===== config.mk =====
export PLATFORM = sky130hd
export DESIGN_NAME = i2c_cmd_queue_flat
export DESIGN_NICKNAME = d
export VERILOG_FILES = /design/src/rtl/i2c_cmd_queue_if.sv /design/src/rtl/i2c_cmd_queue.sv /design/src/flat_wrapper.sv
export SDC_FILE = /design/constraint.sdc
export NUM_CORES = 1
export LEC_CHECK = 0
export BUFFER_PORTS_ARGS = -buffer_cell sky130_fd_sc_hd__buf_2
export CAP_MARGIN = 40
export CORE_UTILIZATION = 30
export CTS_BUF_LIST = sky130_fd_sc_hd__clkbuf_4 sky130_fd_sc_hd__clkbuf_8
export DETAILED_ROUTE_END_ITERATION = 6
export PLACE_DENSITY = 0.58
export SETUP_SLACK_MARGIN = 0.4
export SLEW_MARGIN = 25
export SYNTH_ARGS = -nofsm -noshare
export SYNTH_HDL_FRONTEND = slang
export SYNTH_SLANG_ARGS = --single-unit

===== constraint.sdc =====
create_clock -name clk -period 2.9 [get_ports clk]
set_input_delay 0.435 -clock clk [delete_from_list [all_inputs] [get_ports clk]]
set_output_delay 0.435 -clock clk [all_outputs]
set_load 0.005 [all_outputs]

===== src/rtl/i2c_cmd_queue_if.sv =====
// Producer request channel and I2C write-master handshake for i2c_cmd_queue.
//   slave  : queue side (takes requests, drives the master)
//   master : environment side (producer plus I2C write master)
interface i2c_cmd_queue_if;
    localparam int unsigned ADDR_W = 7;
    localparam int unsigned DATA_W = 8;

    logic              in_valid;
    logic              in_ready;
    logic [ADDR_W-1:0] in_addr;
    logic [DATA_W-1:0] in_data;
    logic              m_start;
    logic [ADDR_W-1:0] m_addr;
    logic [DATA_W-1:0] m_data;
    logic              m_ready;

    modport slave (
        input  in_valid, in_addr, in_data, m_ready,
        output in_ready, m_start, m_addr, m_data
    );

    modport master (
        output in_valid, in_addr, in_data, m_ready,
        input  in_ready, m_start, m_addr, m_data
    );
endinterface


===== src/rtl/i2c_cmd_queue.sv =====
// Write-command FIFO plus dispatcher that feeds the I2C write master one
// request at a time and tracks acceptance and completion of each request.
// Ports:
//   clk, reset    clock, asynchronous active-high reset
//   bus           request channel (in_*) and master handshake (m_*)
//   flush         synchronous: empties the FIFO and clears sticky errors
//   count         queued entries (the in-flight request is not counted)
//   busy          dispatcher not idle
//   txn_done      one-cycle pulse per completed transaction
//   err_overflow  sticky: push attempted while full
//   err_timeout   sticky: master never accepted an issued request
module i2c_cmd_queue #(
    parameter int unsigned DEPTH          = 4,
    parameter int unsigned ACCEPT_TIMEOUT = 8
) (
    input  logic                  clk,
    input  logic                  reset,
    i2c_cmd_queue_if.slave        bus,
    input  logic                  flush,
    output logic [$clog2(DEPTH):0] count,
    output logic                  busy,
    output logic                  txn_done,
    output logic                  err_overflow,
    output logic                  err_timeout
);
    localparam int unsigned PW = $clog2(DEPTH);
    localparam int unsigned CW = PW + 1;
    localparam int unsigned TW = $clog2(ACCEPT_TIMEOUT);

    typedef enum logic [1:0] {
        IDLE,
        WAIT_ACCEPT,
        WAIT_DONE
    } state_t;

    state_t        state, state_d;
    logic [TW-1:0] timer, timer_d;
    logic          m_start_d;
    logic [6:0]    m_addr_d;
    logic [7:0]    m_data_d;
    logic          txn_done_d;
    logic          pop;
    logic          timeout_ev;

    logic [6:0]    addr_mem [DEPTH];
    logic [7:0]    data_mem [DEPTH];
    logic [PW-1:0] wr_ptr, rd_ptr;
    logic          full;
    logic          push;
    logic          overflow_ev;

    assign full        = (count == CW'(DEPTH));
    assign bus.in_ready = !full && !flush;
    assign push        = bus.in_valid && bus.in_ready;
    // A request arriving during flush is ignored rather than flagged.
    assign overflow_ev = bus.in_valid && full && !flush;
    assign busy        = (state != IDLE);

    // Storage array: written on push, read at the head pointer on issue.
    always_ff @(posedge clk) begin
        if (push) begin
            addr_mem[wr_ptr] <= bus.in_addr;
            data_mem[wr_ptr] <= bus.in_data;
        end
    end

    // Pointers, occupancy and sticky error flags.
    always_ff @(posedge clk or posedge reset) begin
        if (reset) begin
            wr_ptr       <= '0;
            rd_ptr       <= '0;
            count        <= '0;
            err_overflow <= 1'b0;
            err_timeout  <= 1'b0;
        end else begin
            if (flush) begin
                wr_ptr <= '0;
                rd_ptr <= '0;
                count  <= '0;
            end else begin
                if (push) wr_ptr <= wr_ptr + PW'(1);
                if (pop)  rd_ptr <= rd_ptr + PW'(1);
                case ({push, pop})
                    2'b10:   count <= count + CW'(1);
                    2'b01:   count <= count - CW'(1);
                    default: count <= count;
                endcase
            end

            if (flush)            err_overflow <= 1'b0;
            else if (overflow_ev) err_overflow <= 1'b1;

            // A timeout on the flush cycle is still reported.
            if (timeout_ev) err_timeout <= 1'b1;
            else if (flush) err_timeout <= 1'b0;
        end
    end

    // Dispatcher state and master-facing registers.
    always_ff @(posedge clk or posedge reset) begin
        if (reset) begin
            state       <= IDLE;
            timer       <= '0;
            bus.m_start <= 1'b0;
            bus.m_addr  <= '0;
            bus.m_data  <= '0;
            txn_done    <= 1'b0;
        end else begin
            state       <= state_d;
            timer       <= timer_d;
            bus.m_start <= m_start_d;
            bus.m_addr  <= m_addr_d;
            bus.m_data  <= m_data_d;
            txn_done    <= txn_done_d;
        end
    end

    // Dispatcher next-state: issue, wait for m_ready to drop, wait for it to return.
    always_comb begin
        state_d    = state;
        timer_d    = timer;
        m_start_d  = 1'b0;
        m_addr_d   = bus.m_addr;
        m_data_d   = bus.m_data;
        txn_done_d = 1'b0;
        pop        = 1'b0;
        timeout_ev = 1'b0;

        case (state)
            IDLE: begin
                if (count != '0 && bus.m_ready && !flush) begin
                    pop       = 1'b1;
                    m_addr_d  = addr_mem[rd_ptr];
                    m_data_d  = data_mem[rd_ptr];
                    m_start_d = 1'b1;
                    timer_d   = '0;
                    state_d   = WAIT_ACCEPT;
                end
            end
            WAIT_ACCEPT: begin
                if (!bus.m_ready) begin
                    state_d = WAIT_DONE;
                end else if (timer == TW'(ACCEPT_TIMEOUT - 1)) begin
                    // Unaccepted request is dropped, not retried.
                    timeout_ev = 1'b1;
                    state_d    = IDLE;
                end else begin
                    timer_d = timer + TW'(1);
                end
            end
            WAIT_DONE: begin
                if (bus.m_ready) begin
                    txn_done_d = 1'b1;
                    state_d    = IDLE;
                end
            end
            default: state_d = IDLE;
        endcase
    end
endmodule


===== src/flat_wrapper.sv =====
// flat-port wrapper written by rule: the top's interface ports become plain ports
module i2c_cmd_queue_flat 
#(
    parameter int unsigned DEPTH          = 4,
    parameter int unsigned ACCEPT_TIMEOUT = 8
)
  (clk, reset, flush, count, busy, txn_done, err_overflow, err_timeout, bus_in_valid, bus_in_addr, bus_in_data, bus_m_ready, bus_in_ready, bus_m_start, bus_m_addr, bus_m_data);
  i2c_cmd_queue_if bus_i ();
  input  logic clk;
  input  logic reset;
  input  logic flush;
  output logic [$clog2(DEPTH):0] count;
  output logic busy;
  output logic txn_done;
  output logic err_overflow;
  output logic err_timeout;
  input wire logic [$bits(bus_i.in_valid)-1:0] bus_in_valid;
  input wire logic [$bits(bus_i.in_addr)-1:0] bus_in_addr;
  input wire logic [$bits(bus_i.in_data)-1:0] bus_in_data;
  input wire logic [$bits(bus_i.m_ready)-1:0] bus_m_ready;
  output wire logic [$bits(bus_i.in_ready)-1:0] bus_in_ready;
  output wire logic [$bits(bus_i.m_start)-1:0] bus_m_start;
  output wire logic [$bits(bus_i.m_addr)-1:0] bus_m_addr;
  output wire logic [$bits(bus_i.m_data)-1:0] bus_m_data;
  assign bus_i.in_valid = bus_in_valid;
  assign bus_i.in_addr = bus_in_addr;
  assign bus_i.in_data = bus_in_data;
  assign bus_i.m_ready = bus_m_ready;
  assign bus_in_ready = bus_i.in_ready;
  assign bus_m_start = bus_i.m_start;
  assign bus_m_addr = bus_i.m_addr;
  assign bus_m_data = bus_i.m_data;
  i2c_cmd_queue #(.DEPTH(DEPTH), .ACCEPT_TIMEOUT(ACCEPT_TIMEOUT)) u_core (.clk(clk), .reset(reset), .bus(bus_i), .flush(flush), .count(count), .busy(busy), .txn_done(txn_done), .err_overflow(err_overflow), .err_timeout(err_timeout));
endmodule

# Word level (Yosys, flattened, before mapping)
# Memories as Yosys holds them, arrays and structs flattened. A register that Yosys moved wholly into a read port is not among the register bits.
# Index checks and enable logic that the tools add are counted.
[word_totals]
ff_bits = 16
latch_bits = 0
mem_bits_rw = 60
romBits = 0
input_bits = 20
output_inout_bits = 24
n_memories = 2
[classes]
add_sub_neg = 5
mul = 0
div_mod_pow = 0
magnitude_cmp = 0
n_eq_ne = 11
shifts = 0
mux = 28
bitwise = 0
reduce_logical = 20
[memory_table]
columns = ["memory", "words", "word_bits", "rd", "rd_clocked_by_memory_dff", "wr", "line", "source"]
rows = [
  ["u_core.data_mem", 4, 8, 1, 1, 1, "i2c_cmd_queue.sv:46", "logic [7:0] data_mem [DEPTH];"],
  ["u_core.addr_mem", 4, 7, 1, 1, 1, "i2c_cmd_queue.sv:45", "logic [6:0] addr_mem [DEPTH];"],
]
[ops]
columns = ["op", "count"]
rows = [
  ["$mux 2", 8],
  ["$mux 1", 13],
  ["$mux 3", 4],
  ["$pmux 3 s2", 2],
  ["$reduce_bool 2->1", 6],
  ["$add 3x1->3 const B", 2],
  ["$eq 3x3->1 const B", 2],
  ["$logic_and 1x1->1", 6],
  ["$ne 2x2->1 const B", 3],
  ["$pmux 2 s3", 1],
  ["$reduce_bool 3->1", 2],
  ["$add 2x1->2 const B", 2],
  ["$eq 2x1->1 const B", 2],
  ["$eq 2x2->1 const B", 2],
  ["$reduce_and 4->1", 1],
  ["$ne 3x2->1 const B", 1],
  ["$reduce_and 3->1", 1],
  ["$sub 3x1->3 const B", 1],
  ["$logic_not 1->1", 2],
  ["$logic_not 2->1", 1],
  ["$ne 2x1->1 const B", 1],
  ["$reduce_and 2->1", 1],
]

# Logic depth before layout (Yosys ltp)
[logic_depth]
ltp_word = 8
mapped_depth = 8
ltp_nobuf = 7

# Worst setup path after synthesis
# Ideal clock, no wire load.
[synth_timing]
path_kind = "input to register"
start = "in flush"
end = "reg u_core.count[1]"
setup_time_ns = 0.125
arrival_time_ns = 1.980
required_ns = 2.775
path_slack_ns = 0.795
cell_stages = 6
n_path_buf = 1
path_cell_list = "nor4b_4 > o31a_2 > buf_4 > nor2b_1 > fa_1 > mux2_4"
[synth_via]
elab_chain_len = 7
[synth_rtl]
columns = ["element", "line", "source"]
rows = [
  ["start: declaration", "flat_wrapper.sv:11", "input logic flush;"],
  ["$logic_not 1->1 *", "i2c_cmd_queue.sv:131", "if (count != '0 && bus.m_ready && !flush) begin"],
  ["$logic_and 1x1->1 *", "i2c_cmd_queue.sv:131", ""],
  ["$mux 1 * (2 in a row)", "-", ""],
  ["via u_core.m_start_d", "i2c_cmd_queue.sv:38", "logic m_start_d;"],
  ["$eq 2x1->1 or $eq 2x2->1 (tied branches)", "i2c_cmd_queue.sv:83", "case ({push, pop})"],
  ["$pmux 3 s2", "i2c_cmd_queue.sv:83", ""],
  ["$mux 3", "i2c_cmd_queue.sv:76", "if (flush) begin"],
  ["end signal: assignment", "i2c_cmd_queue.sv:84", "2'b10: count <= count + CW'(1);"],
  ["end signal: assignment", "i2c_cmd_queue.sv:85", "2'b01: count <= count - CW'(1);"],
  ["end signal: assignment", "i2c_cmd_queue.sv:86", "default: count <= count;"],
  ["end: declaration", "i2c_cmd_queue.sv:20", "output logic [$clog2(DEPTH):0] count,"],
]
# Mark *: on every way through the listed nets, which the timed path passes. The rest lies on a longest branch.
# A chain may end at the register's enable or synchronous reset.

# Final worst setup path
[layout_timing]
start = "reg u_core.count[0]"
end = "reg u_core.count[2]"
[layout_via]
elab_chain_len = 8
[layout_rtl]
columns = ["element", "line", "source"]
rows = [
  ["$reduce_bool 3->1", "i2c_cmd_queue.sv:131", ""],
  ["$logic_and 1x1->1 (2 in a row)", "i2c_cmd_queue.sv:131", ""],
  ["$mux 1", "i2c_cmd_queue.sv:131", ""],
  ["$mux 1", "i2c_cmd_queue.sv:129", "case (state)"],
  ["$eq 2x1->1 or $eq 2x2->1 (tied branches)", "i2c_cmd_queue.sv:83", ""],
  ["$pmux 3 s2", "i2c_cmd_queue.sv:83", ""],
  ["$mux 3", "i2c_cmd_queue.sv:76", ""],
]
# Parallel ways exist; a longest one is shown, timed or not.

==> flow_summary.ini <==
[final_layout]
nFillCells = 1097
drive_gt1_frac = 0.4016
multiInputGateArea_um2 = 992.2
areaGrowthSynthToFinish_pct = 17.07
final_util = 0.3658
final-instance-count-excl-fill = 397
layout_common_cells = edfxtp_1, buf_2, dfrtp_1
layout_commonest_cell = edfxtp_1
diodes = 0
nets = 276
regArea_um2 = 2577

[synthesis]
synth.largest_area_cell = edfxtp_1
ys_warn_count = 0
synth_top_area_share = 0.4966
synth-edff-count = 60
avgSynthCellArea_um2 = 18.61
async_flop_share = 0.3407
ys_ff_latch = 91
syn-cell-area_um2 = 3628
synthCells = 195
synth_cell_types = 34
synth_area_leaders = edfxtp_1, dfrtp_1, mux4_2
ys_seq_area_frac = 0.7103
postSynthNetCount = 222
synth_top_flop_cell = edfxtp_1

[global_route]
grt_max_degree = 32
grt_pass1_vias = 1883
antenna_found_initial = 0
grt_pass1_wl_um = 10160
track_usage = 0.1122
overflow = 0

[setup_path]
crit_slowest_cell = dfrtp_1
cpPeakStageDelay_ps = 500
startpoint_type = register
critPathKind = register to register
path_cells = nor3b_2 > nor3b_4 > nor2b_1 > fa_1 > nor3_1 > mux2i_1 > o211ai_1
crit_family = simple AND/OR/NAND/NOR gates
required_ps = 3170
worst_setup_path_end_kind = register
r2r_setup_slack_ps = 720
worstPathArrival_ps = 2450
cp.buffers_inverters = 0
critPathMaxFanout = 8

[run_status]
outcome = complete, but fails checks
violations = design-rule violations

[clock_tree]
cts_sinks = 91
cts_tree = yes
root_buffer = clkbuf_8
cts_buffers = 9
post_cts_buffers = 0
h-tree-depth = 3
clock_path_buffers = 2
post_cts_resized = 0
holdBufCountCts = 0
clock_latency_ps = 360
clkSlewWorstSetupHoldPaths_ps = 90

[place]
hpwl_um = 3996
gp_congestion = 0.7196
io_buffers = 43
dp_cells = 381

[drt]
wl_per_cell_um = 16.36
drt_iter0_markers = 94
dr_total_vias = 1785
dr_wl_met3_um = 347
dr_wl_met2_um = 3264
first_pass_iters = 6
avgViaCountPerCell = 4.496
wl_um = 6493
drt-met1-wl_um = 2808
drc = 3
highest_layer = met4
antenna_violating_nets_post_route = 0

[floorplanning]
dieArea_um2 = 12540
io_pins = 44
fp.dieW_um = 112.0
core-area_um2 = 11610
fp.dieH_um = 112.0
rows = 39
start_util = 0.3124

[sta]
period_share = 0.7503
worst_slew_pin_slew_ps = 769.1
setup_violations = 0
holdWs_ps = 148.0
tns_ps = 0
post-route-min-period_ps = 2176
finalHoldViolCount = 0
relSlewSlack = 0.4872
rsz0062_at_grt = false
slew_viol_final = 0
fmax_mhz = 459.6
fin_skew_ps = 8.513

[min_path]
hp-class = input pin to asynchronous set/reset pin

[power]
total_power_mw = 3.418
p_per_area_nw_per_um2 = 804.6
leakage_nw = 1.620
ir_drop_uv = 295.9

[flow_run]
cap_violations = 0
==> Yosys cell counts (2+ instances only) <==
library cell	number
nor2_1	7
xnor2_1	4
clkbuf_1	2
mux2_2	15
and3b_1	2
nor2b_1	4
nand2b_1	2
buf_4	3
dfrtp_1	31
edfxtp_1	60
nand2_1	6
mux4_2	15
ha_1	6
o21ai_0	4
inv_1	7
mux2i_1	5
and2_1	4
nor3b_2	2
==> path summary, 6_finish.rpt <==
check,from,end,cells past startpoint
max,u_core.count[0],u_core.count[2],7
max reg2reg,u_core.count[0],u_core.count[2],7
min reg2reg,u_core.bus.m_addr[3],u_core.bus.m_addr[3],1
min,reset,u_core.bus.m_data[5],3
min in group clk,bus_m_ready,u_core.state[1],2
max in group asynchronous,reset,u_core.wr_ptr[0],3
==> registers in the layout (all words and copies together) (netlist names), 2 cells and up <==
signal,flops
u_core.rd_ptr,2
u_core.bus.m_addr,7
u_core.count,3
u_core.addr_mem,28
u_core.data_mem,32
u_core.state,2
u_core.wr_ptr,2
u_core.bus.m_data,8
u_core.timer,3
==> routing by layer <==
metal,up-vias,global-route usage
met4,0,0.04356
met3,7,0.04573
met2,40,0.1785
met1,893,0.1366
li1,845,-
met5,-,0
==> worst reg2reg max path, stage by stage (launching register included) <==
cell,delay (ps)
dfrtp_1,500
nor3b_2,130
nor3b_4,320
nor2b_1,110
fa_1,430
nor3_1,270
mux2i_1,130
o211ai_1,200
==> report_power, final <==
group          switching (mW)  leakage, nW  total, mW  internal [mW]
Clock                   0.444        0.105      0.881          0.437
Combinational           0.339        0.576      0.774          0.435
Sequential              0.154        0.939       1.76           1.61
==> cell families after synthesis <==
| group | synth area share |
|---|---|
| adders and majority gates | 0.02621 |
| AOI/OAI and AO/OA | 0.02311 |
| DFF | 0.7103 |
| xor gates and xnor gates | 0.009654 |
| muxes | 0.1576 |
| buffers and inverters | 0.01793 |
| and+or+nand+nor | 0.05517 |
==> metrics by stage <==
step	instance area [µm²]	setup WS, ps
final	4248	724.1
after global routing	4248	507.1
after CTS	4242	590.4
after detailed placement	4036	622.2
after global placement	4036	689.0
after floorplan	3628	795.0
==> layout make-up <==
cell class / count / area share
clock inverter: 5 / 0.01414
inverter: 7 / 0.006186
sequential: 91 / 0.6068
tap: 143 / 0.04212
multi-input combinational: 90 / 0.2336
timing repair buffer: 50 / 0.06303
clock buffer: 11 / 0.03417
(Power assumes the default switching activity.)
